===== src/rtl/pu_pio_master_pkg.sv =====
// ---------------------------------------------------------------------------
// pu_pio_master_pkg
// Shared definitions for the PU PIO register-bus initiator:
//   - default data/address width of the PIO bus
//   - default timeout counter width and timeout value
//   - state encoding of the initiator FSM
// ---------------------------------------------------------------------------
`ifndef PIO_RANGE
`define PIO_RANGE pu_pio_master_pkg::PIO_NBITS-1:0
`endif

package pu_pio_master_pkg;

    localparam int PIO_NBITS    = 32;
    localparam int TO_NBITS_DEF = 12;
    localparam int TIMEOUT_DEF  = 4095;

    typedef enum logic [1:0] {
        PIOM_IDLE  = 2'd0,
        PIOM_ISSUE = 2'd1,
        PIOM_WAIT  = 2'd2,
        PIOM_RESP  = 2'd3
    } piom_state_e;

endpackage


===== src/rtl/pu_pio_master_if.sv =====
// ---------------------------------------------------------------------------
// pu_pio_master_if
// Bundles the host request/response handshake and the PIO bus between the
// host bridge, the initiator and the PU PIO decoder.
//   master : initiator side (pu_pio_master)
//   slave  : host + responder side (bridge / decoder / testbench)
// ---------------------------------------------------------------------------
interface pu_pio_master_if #(
    parameter int PIO_NBITS = pu_pio_master_pkg::PIO_NBITS
);
    // host request
    logic                 req_valid;
    logic                 req_ready;
    logic                 req_wr;
    logic [PIO_NBITS-1:0] req_addr;
    logic [PIO_NBITS-1:0] req_wdata;
    // host response
    logic                 rsp_valid;
    logic                 rsp_ready;
    logic [PIO_NBITS-1:0] rsp_rdata;
    logic                 rsp_err;
    // PIO bus towards the responder
    logic                 reg_bs;
    logic                 reg_rd;
    logic                 reg_wr;
    logic [PIO_NBITS-1:0] reg_addr;
    logic [PIO_NBITS-1:0] reg_din;
    logic                 pio_ack;
    logic                 pio_rvalid;
    logic [PIO_NBITS-1:0] pio_rdata;

    modport master (
        input  req_valid, req_wr, req_addr, req_wdata, rsp_ready,
               pio_ack, pio_rvalid, pio_rdata,
        output req_ready, rsp_valid, rsp_rdata, rsp_err,
               reg_bs, reg_rd, reg_wr, reg_addr, reg_din
    );

    modport slave (
        output req_valid, req_wr, req_addr, req_wdata, rsp_ready,
               pio_ack, pio_rvalid, pio_rdata,
        input  req_ready, rsp_valid, rsp_rdata, rsp_err,
               reg_bs, reg_rd, reg_wr, reg_addr, reg_din
    );
endinterface


===== src/rtl/pu_pio_timeout.sv =====
// ---------------------------------------------------------------------------
// pu_pio_timeout
// Clearable, enabled up-counter with a terminal-count flag.
//   clk, rst_n : clock, async active-low reset
//   clr_i      : synchronous clear to 0 (wins over en_i)
//   en_i       : count up by one
//   tc_o       : count has reached TIMEOUT-1
// The owner stops enabling the counter once tc_o is seen, so it never wraps.
// ---------------------------------------------------------------------------
module pu_pio_timeout #(
    parameter int TO_NBITS = pu_pio_master_pkg::TO_NBITS_DEF,
    parameter int TIMEOUT  = pu_pio_master_pkg::TIMEOUT_DEF
) (
    input  logic clk,
    input  logic rst_n,
    input  logic clr_i,
    input  logic en_i,
    output logic tc_o
);
    logic [TO_NBITS-1:0] count_q, count_d;

    always_comb begin
        count_d = count_q;
        if (clr_i)
            count_d = '0;
        else if (en_i)
            count_d = count_q + TO_NBITS'(1);
    end

    // NOTE: sequential state uses non-blocking assignments so every register
    // samples pre-edge values regardless of process ordering.
    always_ff @(posedge clk or negedge rst_n) begin
        if (!rst_n)
            count_q <= '0;
        else
            count_q <= count_d;
    end

    assign tc_o = (count_q == TO_NBITS'(TIMEOUT - 1));

endmodule


===== src/rtl/pu_pio_master.sv =====
// ---------------------------------------------------------------------------
// pu_pio_master
// Initiator end of the PU PIO register bus. Accepts one host request at a
// time, issues a one-cycle reg_rd/reg_wr strobe with reg_bs held for the
// whole transaction, waits for a rising edge of pio_ack (or a timeout) and
// returns a single response.
//   clk, rst_n : clock, async active-low reset
//   bus        : pu_pio_master_if.master (host handshake + PIO bus)
// All outputs are registered except req_ready (decoded from state).
// ---------------------------------------------------------------------------
module pu_pio_master #(
    parameter int PIO_NBITS = pu_pio_master_pkg::PIO_NBITS,
    parameter int TO_NBITS  = pu_pio_master_pkg::TO_NBITS_DEF,
    parameter int TIMEOUT   = pu_pio_master_pkg::TIMEOUT_DEF
) (
    input  logic            clk,
    input  logic            rst_n,
    pu_pio_master_if.master bus
);
    import pu_pio_master_pkg::*;

    piom_state_e          state_q, state_d;
    logic                 ack_q;
    logic                 ack_edge;
    logic                 wr_q, wr_d;
    logic                 reg_bs_q, reg_bs_d;
    logic                 reg_rd_q, reg_rd_d;
    logic                 reg_wr_q, reg_wr_d;
    logic [PIO_NBITS-1:0] reg_addr_q, reg_addr_d;
    logic [PIO_NBITS-1:0] reg_din_q, reg_din_d;
    logic                 rsp_valid_q, rsp_valid_d;
    logic [PIO_NBITS-1:0] rsp_rdata_q, rsp_rdata_d;
    logic                 rsp_err_q, rsp_err_d;
    logic                 to_clr, to_en, to_tc;

    // Only a rising ack completes a transaction, so a level left high by the
    // previous transaction cannot complete the next one.
    assign ack_edge = bus.pio_ack & ~ack_q;

    pu_pio_timeout #(
        .TO_NBITS (TO_NBITS),
        .TIMEOUT  (TIMEOUT)
    ) u_timeout (
        .clk   (clk),
        .rst_n (rst_n),
        .clr_i (to_clr),
        .en_i  (to_en),
        .tc_o  (to_tc)
    );

    // State and output registers.
    always_ff @(posedge clk or negedge rst_n) begin
        if (!rst_n) begin
            state_q     <= PIOM_IDLE;
            ack_q       <= 1'b0;
            wr_q        <= 1'b0;
            reg_bs_q    <= 1'b0;
            reg_rd_q    <= 1'b0;
            reg_wr_q    <= 1'b0;
            reg_addr_q  <= '0;
            reg_din_q   <= '0;
            rsp_valid_q <= 1'b0;
            rsp_rdata_q <= '0;
            rsp_err_q   <= 1'b0;
        end else begin
            state_q     <= state_d;
            ack_q       <= bus.pio_ack;
            wr_q        <= wr_d;
            reg_bs_q    <= reg_bs_d;
            reg_rd_q    <= reg_rd_d;
            reg_wr_q    <= reg_wr_d;
            reg_addr_q  <= reg_addr_d;
            reg_din_q   <= reg_din_d;
            rsp_valid_q <= rsp_valid_d;
            rsp_rdata_q <= rsp_rdata_d;
            rsp_err_q   <= rsp_err_d;
        end
    end

    // Next-state logic.
    always_comb begin
        state_d = state_q;
        case (state_q)
            PIOM_IDLE:  if (bus.req_valid) state_d = PIOM_ISSUE;
            PIOM_ISSUE: state_d = PIOM_WAIT;
            PIOM_WAIT:  if (ack_edge || to_tc) state_d = PIOM_RESP;
            PIOM_RESP:  if (bus.rsp_ready) state_d = PIOM_IDLE;
            default:    state_d = PIOM_IDLE;
        endcase
    end

    // Output / datapath next values.
    // NOTE: every signal gets a default first so no path through the case
    // leaves it unassigned and infers a latch.
    always_comb begin
        wr_d        = wr_q;
        reg_bs_d    = reg_bs_q;
        reg_rd_d    = 1'b0;
        reg_wr_d    = 1'b0;
        reg_addr_d  = reg_addr_q;
        reg_din_d   = reg_din_q;
        rsp_valid_d = rsp_valid_q;
        rsp_rdata_d = rsp_rdata_q;
        rsp_err_d   = rsp_err_q;
        to_clr      = 1'b0;
        to_en       = 1'b0;
        case (state_q)
            PIOM_IDLE: begin
                if (bus.req_valid) begin
                    wr_d       = bus.req_wr;
                    reg_addr_d = bus.req_addr;
                    reg_din_d  = bus.req_wr ? bus.req_wdata : '0;
                    reg_bs_d   = 1'b1;
                    reg_rd_d   = ~bus.req_wr;
                    reg_wr_d   = bus.req_wr;
                end
            end
            PIOM_ISSUE: to_clr = 1'b1;
            PIOM_WAIT: begin
                // An ack in the terminal-count cycle still wins over timeout.
                if (ack_edge) begin
                    rsp_err_d   = ~wr_q & ~bus.pio_rvalid;
                    rsp_rdata_d = (~wr_q & bus.pio_rvalid) ? bus.pio_rdata : '0;
                    reg_bs_d    = 1'b0;
                    rsp_valid_d = 1'b1;
                end else if (to_tc) begin
                    rsp_err_d   = 1'b1;
                    rsp_rdata_d = '0;
                    reg_bs_d    = 1'b0;
                    rsp_valid_d = 1'b1;
                end else begin
                    to_en = 1'b1;
                end
            end
            PIOM_RESP: if (bus.rsp_ready) rsp_valid_d = 1'b0;
            default: ;
        endcase
    end

    assign bus.req_ready = (state_q == PIOM_IDLE);
    assign bus.rsp_valid = rsp_valid_q;
    assign bus.rsp_rdata = rsp_rdata_q;
    assign bus.rsp_err   = rsp_err_q;
    assign bus.reg_bs    = reg_bs_q;
    assign bus.reg_rd    = reg_rd_q;
    assign bus.reg_wr    = reg_wr_q;
    assign bus.reg_addr  = reg_addr_q;
    assign bus.reg_din   = reg_din_q;

endmodule


===== src/flat_wrapper.sv =====
// flat-port wrapper written by rule: the top's interface ports become plain ports
module pu_pio_master_flat import pu_pio_master_pkg::*;
#(
    parameter int PIO_NBITS = pu_pio_master_pkg::PIO_NBITS,
    parameter int TO_NBITS  = pu_pio_master_pkg::TO_NBITS_DEF,
    parameter int TIMEOUT   = pu_pio_master_pkg::TIMEOUT_DEF
)
  (clk, rst_n, bus_req_valid, bus_req_wr, bus_req_addr, bus_req_wdata, bus_rsp_ready, bus_pio_ack, bus_pio_rvalid, bus_pio_rdata, bus_req_ready, bus_rsp_valid, bus_rsp_rdata, bus_rsp_err, bus_reg_bs, bus_reg_rd, bus_reg_wr, bus_reg_addr, bus_reg_din);
  pu_pio_master_if #(.PIO_NBITS(PIO_NBITS)) bus_i ();
  input  logic clk;
  input  logic rst_n;
  input wire logic [$bits(bus_i.req_valid)-1:0] bus_req_valid;
  input wire logic [$bits(bus_i.req_wr)-1:0] bus_req_wr;
  input wire logic [$bits(bus_i.req_addr)-1:0] bus_req_addr;
  input wire logic [$bits(bus_i.req_wdata)-1:0] bus_req_wdata;
  input wire logic [$bits(bus_i.rsp_ready)-1:0] bus_rsp_ready;
  input wire logic [$bits(bus_i.pio_ack)-1:0] bus_pio_ack;
  input wire logic [$bits(bus_i.pio_rvalid)-1:0] bus_pio_rvalid;
  input wire logic [$bits(bus_i.pio_rdata)-1:0] bus_pio_rdata;
  output wire logic [$bits(bus_i.req_ready)-1:0] bus_req_ready;
  output wire logic [$bits(bus_i.rsp_valid)-1:0] bus_rsp_valid;
  output wire logic [$bits(bus_i.rsp_rdata)-1:0] bus_rsp_rdata;
  output wire logic [$bits(bus_i.rsp_err)-1:0] bus_rsp_err;
  output wire logic [$bits(bus_i.reg_bs)-1:0] bus_reg_bs;
  output wire logic [$bits(bus_i.reg_rd)-1:0] bus_reg_rd;
  output wire logic [$bits(bus_i.reg_wr)-1:0] bus_reg_wr;
  output wire logic [$bits(bus_i.reg_addr)-1:0] bus_reg_addr;
  output wire logic [$bits(bus_i.reg_din)-1:0] bus_reg_din;
  assign bus_i.req_valid = bus_req_valid;
  assign bus_i.req_wr = bus_req_wr;
  assign bus_i.req_addr = bus_req_addr;
  assign bus_i.req_wdata = bus_req_wdata;
  assign bus_i.rsp_ready = bus_rsp_ready;
  assign bus_i.pio_ack = bus_pio_ack;
  assign bus_i.pio_rvalid = bus_pio_rvalid;
  assign bus_i.pio_rdata = bus_pio_rdata;
  assign bus_req_ready = bus_i.req_ready;
  assign bus_rsp_valid = bus_i.rsp_valid;
  assign bus_rsp_rdata = bus_i.rsp_rdata;
  assign bus_rsp_err = bus_i.rsp_err;
  assign bus_reg_bs = bus_i.reg_bs;
  assign bus_reg_rd = bus_i.reg_rd;
  assign bus_reg_wr = bus_i.reg_wr;
  assign bus_reg_addr = bus_i.reg_addr;
  assign bus_reg_din = bus_i.reg_din;
  pu_pio_master #(.PIO_NBITS(PIO_NBITS), .TO_NBITS(TO_NBITS), .TIMEOUT(TIMEOUT)) u_core (.clk(clk), .rst_n(rst_n), .bus(bus_i));
endmodule

===== config.mk =====
export PLATFORM = sky130hd
export DESIGN_NAME = pu_pio_master_flat
export DESIGN_NICKNAME = d
export VERILOG_FILES = /design/src/rtl/pu_pio_master_pkg.sv /design/src/rtl/pu_pio_master_if.sv /design/src/rtl/pu_pio_timeout.sv /design/src/rtl/pu_pio_master.sv /design/src/flat_wrapper.sv
export SDC_FILE = /design/constraint.sdc
export NUM_CORES = 1
export LEC_CHECK = 0
export CAP_MARGIN = 20
export CELL_PAD_IN_SITES_DETAIL_PLACEMENT = 1
export CELL_PAD_IN_SITES_GLOBAL_PLACEMENT = 1
export CORE_ASPECT_RATIO = 1.5
export CORE_UTILIZATION = 32
export DETAILED_ROUTE_END_ITERATION = 8
export GPL_ROUTABILITY_DRIVEN = 0
export GPL_TIMING_DRIVEN = 0
export PLACE_DENSITY_LB_ADDON = 0.1
export SETUP_SLACK_MARGIN = 0.4
export SLEW_MARGIN = 10
export SYNTH_ARGS = -nofsm -noshare
export SYNTH_HDL_FRONTEND = slang
export SYNTH_SLANG_ARGS = --single-unit

===== constraint.sdc =====
create_clock -name clk -period 1.9 [get_ports clk]
set_input_delay 0.38 -clock clk [delete_from_list [all_inputs] [get_ports clk]]
set_output_delay 0.38 -clock clk [all_outputs]
set_load 0.01 [all_outputs]

==> reports/results.ini <==
[status]
outcome=completed

[sta]
tightest_slew_ns=0.646
setup_violations=0
hold_viol_final=0
timing.final.max_slew_violations=0
final.hold.worst_slack_ns=0.342
skew_ns=0.0131
max_freq_ghz=0.546
final_critical_path_time_including_i_o_delays_and_setup_ns=1.83
slew-limit-headroom=0.569
rsz0062_at_grt=yes
sum_of_negative_setup_slack_ns=0
final.period_utilization=0.964

[min_path]
hold_end=u_core.bus.reg_din[28]$_DFFE_PN0P_
worst_hold_path.num_cells=3
worstHoldPathType=input pin to flop
hold_start=bus_req_wr

[yosys]
synth_warnings=0
synth_cell_types=36
synth_enable_flop_cells=0
net_count_of_the_mapped_netlist=504
yosysSeqAreaShare=0.618
syn_area_um2=4740
synth.avg_cell_area_um2=12.0
yosys_register_bits=117
synthFlopType=sky130_fd_sc_hd__dfrtp_1
postSynthCellCount=394
synthArstFlopShare=1.00

[global_routing]
first_global_vias=4701
maximum_number_of_pins_on_one_net_before_global_route_repair=74
grt_antenna_before_repair=0
globalRouteTotalUtil=0.216
grt_first_pass_wirelength_um=24200
grt_remaining_overflow=0

[drt]
drt_iter0_drc=102
ant_nets=0
postRouteWirelength_um=17300
vias_per_cell=4.90
vias=4303
route.detailed.wl_per_inst_um=19.7
drt_pass1_iterations=6
post-route-drc-count=0

[clock_network]
cts_num_sinks=117
clock_latency_ns=0.43
cts_root_buf=sky130_fd_sc_hd__clkbuf_16
h-tree-depth=4
cts_buffers=17
cts.clk_slew.worst_paths_ns=0.06
ctsLongestPathBuffers=2
tritoncts=done

[final_layout]
number_of_fill_cells_in_the_layout=1480
flow.area_growth_from_synthesis_pct=87.1
post_route_cells_drive_above_1_share=0.333
layout.cell_area.non_filler_um2=8870
layout.cells.most_common=sky130_fd_sc_hd__dfrtp_1
most-common-layout-cells=111 x sky130_fd_sc_hd__dfrtp_1, 99 x sky130_fd_sc_hd__clkdlybuf4s50_1, 72 x sky130_fd_sc_hd__clkdlybuf4s15_1, 47 x sky130_fd_sc_hd__nand2_1, 34 x sky130_fd_sc_hd__buf_4
finalNetCount=779

[floorplan]
fp.coreArea_um2=14500
floorplan.die_area_um2=15300
die_w_um=101
row_count=54
pin_count=205
start_util=0.326
die_y_um=151

[placed_design]
placedInstanceArea_um2=7150
place.port_buffers=203
place_hpwl_um=10700

[setup_path]
critical_path_class=flop to flop
rr_startpoint=u_core.u_timeout.count_q[0]$_DFFE_PN0P_
worst_ep_required_time_ns=2.22
worst-endpoint-arrival_ns=2.15
critical_path.endpoint_type=flop
critPathMaxFanout=8
worstReg2RegEnd=u_core.bus.rsp_rdata[16]$_DFFE_PN0P_
ff2ff_path_depth=7
r2r_setup_slack_ns=0.07
setup.worst_path.start_class=flop

[power_and_ir_drop]
power.static_leakage_uw=0.00407
ir_drop_uv=751
cellPowerDensity_nw_per_um2=1480

[run]
drv.max_cap_violation_count=0

-- worst max path at each step --
stage	slack, ns	to	startpoint
after floorplan	0.29	u_core.bus.rsp_rdata[10]$_DFFE_PN0P_	u_core.u_timeout.count_q[7]$_DFFE_PN0P_
after global placement	-4.27	u_core.bus.reg_addr[10]$_DFFE_PN0P_	rst_n
after detailed placement	-0.27	u_core.u_timeout.count_q[11]$_DFFE_PN0P_	bus_pio_ack
after CTS	0.15	u_core.bus.rsp_rdata[16]$_DFFE_PN0P_	u_core.u_timeout.count_q[0]$_DFFE_PN0P_
after global routing	0.02	u_core.bus.rsp_rdata[16]$_DFFE_PN0P_	u_core.u_timeout.count_q[0]$_DFFE_PN0P_
final	0.07	u_core.bus.rsp_rdata[16]$_DFFE_PN0P_	u_core.u_timeout.count_q[0]$_DFFE_PN0P_
-- registers in the layout, indices dropped and copies added, names as in the netlist --
signal,flops
u_core.bus.rsp_valid,1
u_core.bus.rsp_rdata,32
u_core.bus.reg_bs,1
u_core.state_q,2
u_core.u_timeout.count_q,12
u_core.bus.reg_rd,1
u_core.bus.rsp_err,1
u_core.bus.reg_wr,1
u_core.ack_q,1
u_core.bus.reg_din,32
u_core.bus.reg_addr,32
u_core.wr_q,1
-- Yosys cell counts (all sizes together) (7+ instances only) --
library cell,number,share of area
clkbuf,15,0.012
ha,7,0.018
a22o,32,0.059
o31ai,7,0.011
a21oi,11,0.012
or4,7,0.011
mux2,36,0.086
nand2,73,0.058
buf,9,0.013
nor2,7,0.0055
inv,7,0.0055
dfrtp,117,0.62
o21ai,37,0.040
-- final cells by class --
class / count / area, um2 / area share
plain buffers: 24 / 298 / 0.0336
clock inverters: 14 / 175 / 0.0198
inverters: 7 / 26.3 / 0.00296
flip-flops and latches: 117 / 2940 / 0.331
multi-input cells: 247 / 2160 / 0.243
well taps: 196 / 245 / 0.0277
repair buffers: 255 / 2600 / 0.293
clock buffers: 18 / 429 / 0.0484
diodes: 1 / 2.50 / 0.000282
-- stage by stage --
| step | setup WS, ns | std cells | power (uW) | util |
|---|---|---|---|---|
| 2_1_floorplan | 0.287 | 394 | 5980 | - |
| 3_3_place_gp | -4.27 | 793 | 8570 | 0.490 |
| 3_5_place_dp | -0.274 | 794 | 8740 | 0.492 |
| 4_1_cts | 0.150 | 854 | 12000 | 0.562 |
| 5_1_grt | 0.0228 | 878 | 13900 | 0.610 |
| 6_report | 0.0684 | 879 | 13200 | 0.611 |
-- report_power, final --
group	internal (uW)	leakage (uW)	total (uW)	switching (uW)
logic	3210	0.00231	5730	2520
clock network	2070	0.000276	3310	1250
registers	3490	0.00149	4120	635
-- critical path, stage by stage, from the launching register on --
cell and delay, ns:
sky130_fd_sc_hd__dfrtp_2 0.42, sky130_fd_sc_hd__inv_2 0.07, sky130_fd_sc_hd__ha_4 0.13, sky130_fd_sc_hd__nand2_4 0.06, sky130_fd_sc_hd__o41ai_4 0.43, sky130_fd_sc_hd__nand2_4 0.21, sky130_fd_sc_hd__buf_6 0.19, sky130_fd_sc_hd__a22o_1 0.21
-- layer usage --
metal  vias up  GRT usage  routed length (um)
met3        31     0.0835                1200
met5         -          0                   0
met1      2166      0.211                5900
met4         0     0.0957                 458
li1       1953          -                   -
met2       153      0.396                9730
-- cell families after synthesis --
| group | count (synthesis) | share of synthesized area |
|---|---|---|
| buf+inv | 31 | 0.0309 |
| fa+ha+maj | 7 | 0.0185 |
| flops | 117 | 0.618 |
| mux | 36 | 0.0855 |
| simple gates | 110 | 0.110 |
| compound gates | 93 | 0.137 |
-- what timing repair did --
| action | CTS | global route |
|---|---|---|
| hold buffers | 1 | 0 |
| endpoints found under the setup margin | 216 | 140 |
| endpoints found under the hold margin | 44 | 0 |
| gates resized for setup | 202 | 187 |
| buffers inserted | 21 | 18 |
| pin swaps | 14 | 32 |
| gates cloned | 6 | 6 |
Note: power is estimated with default switching activity, not from simulation.
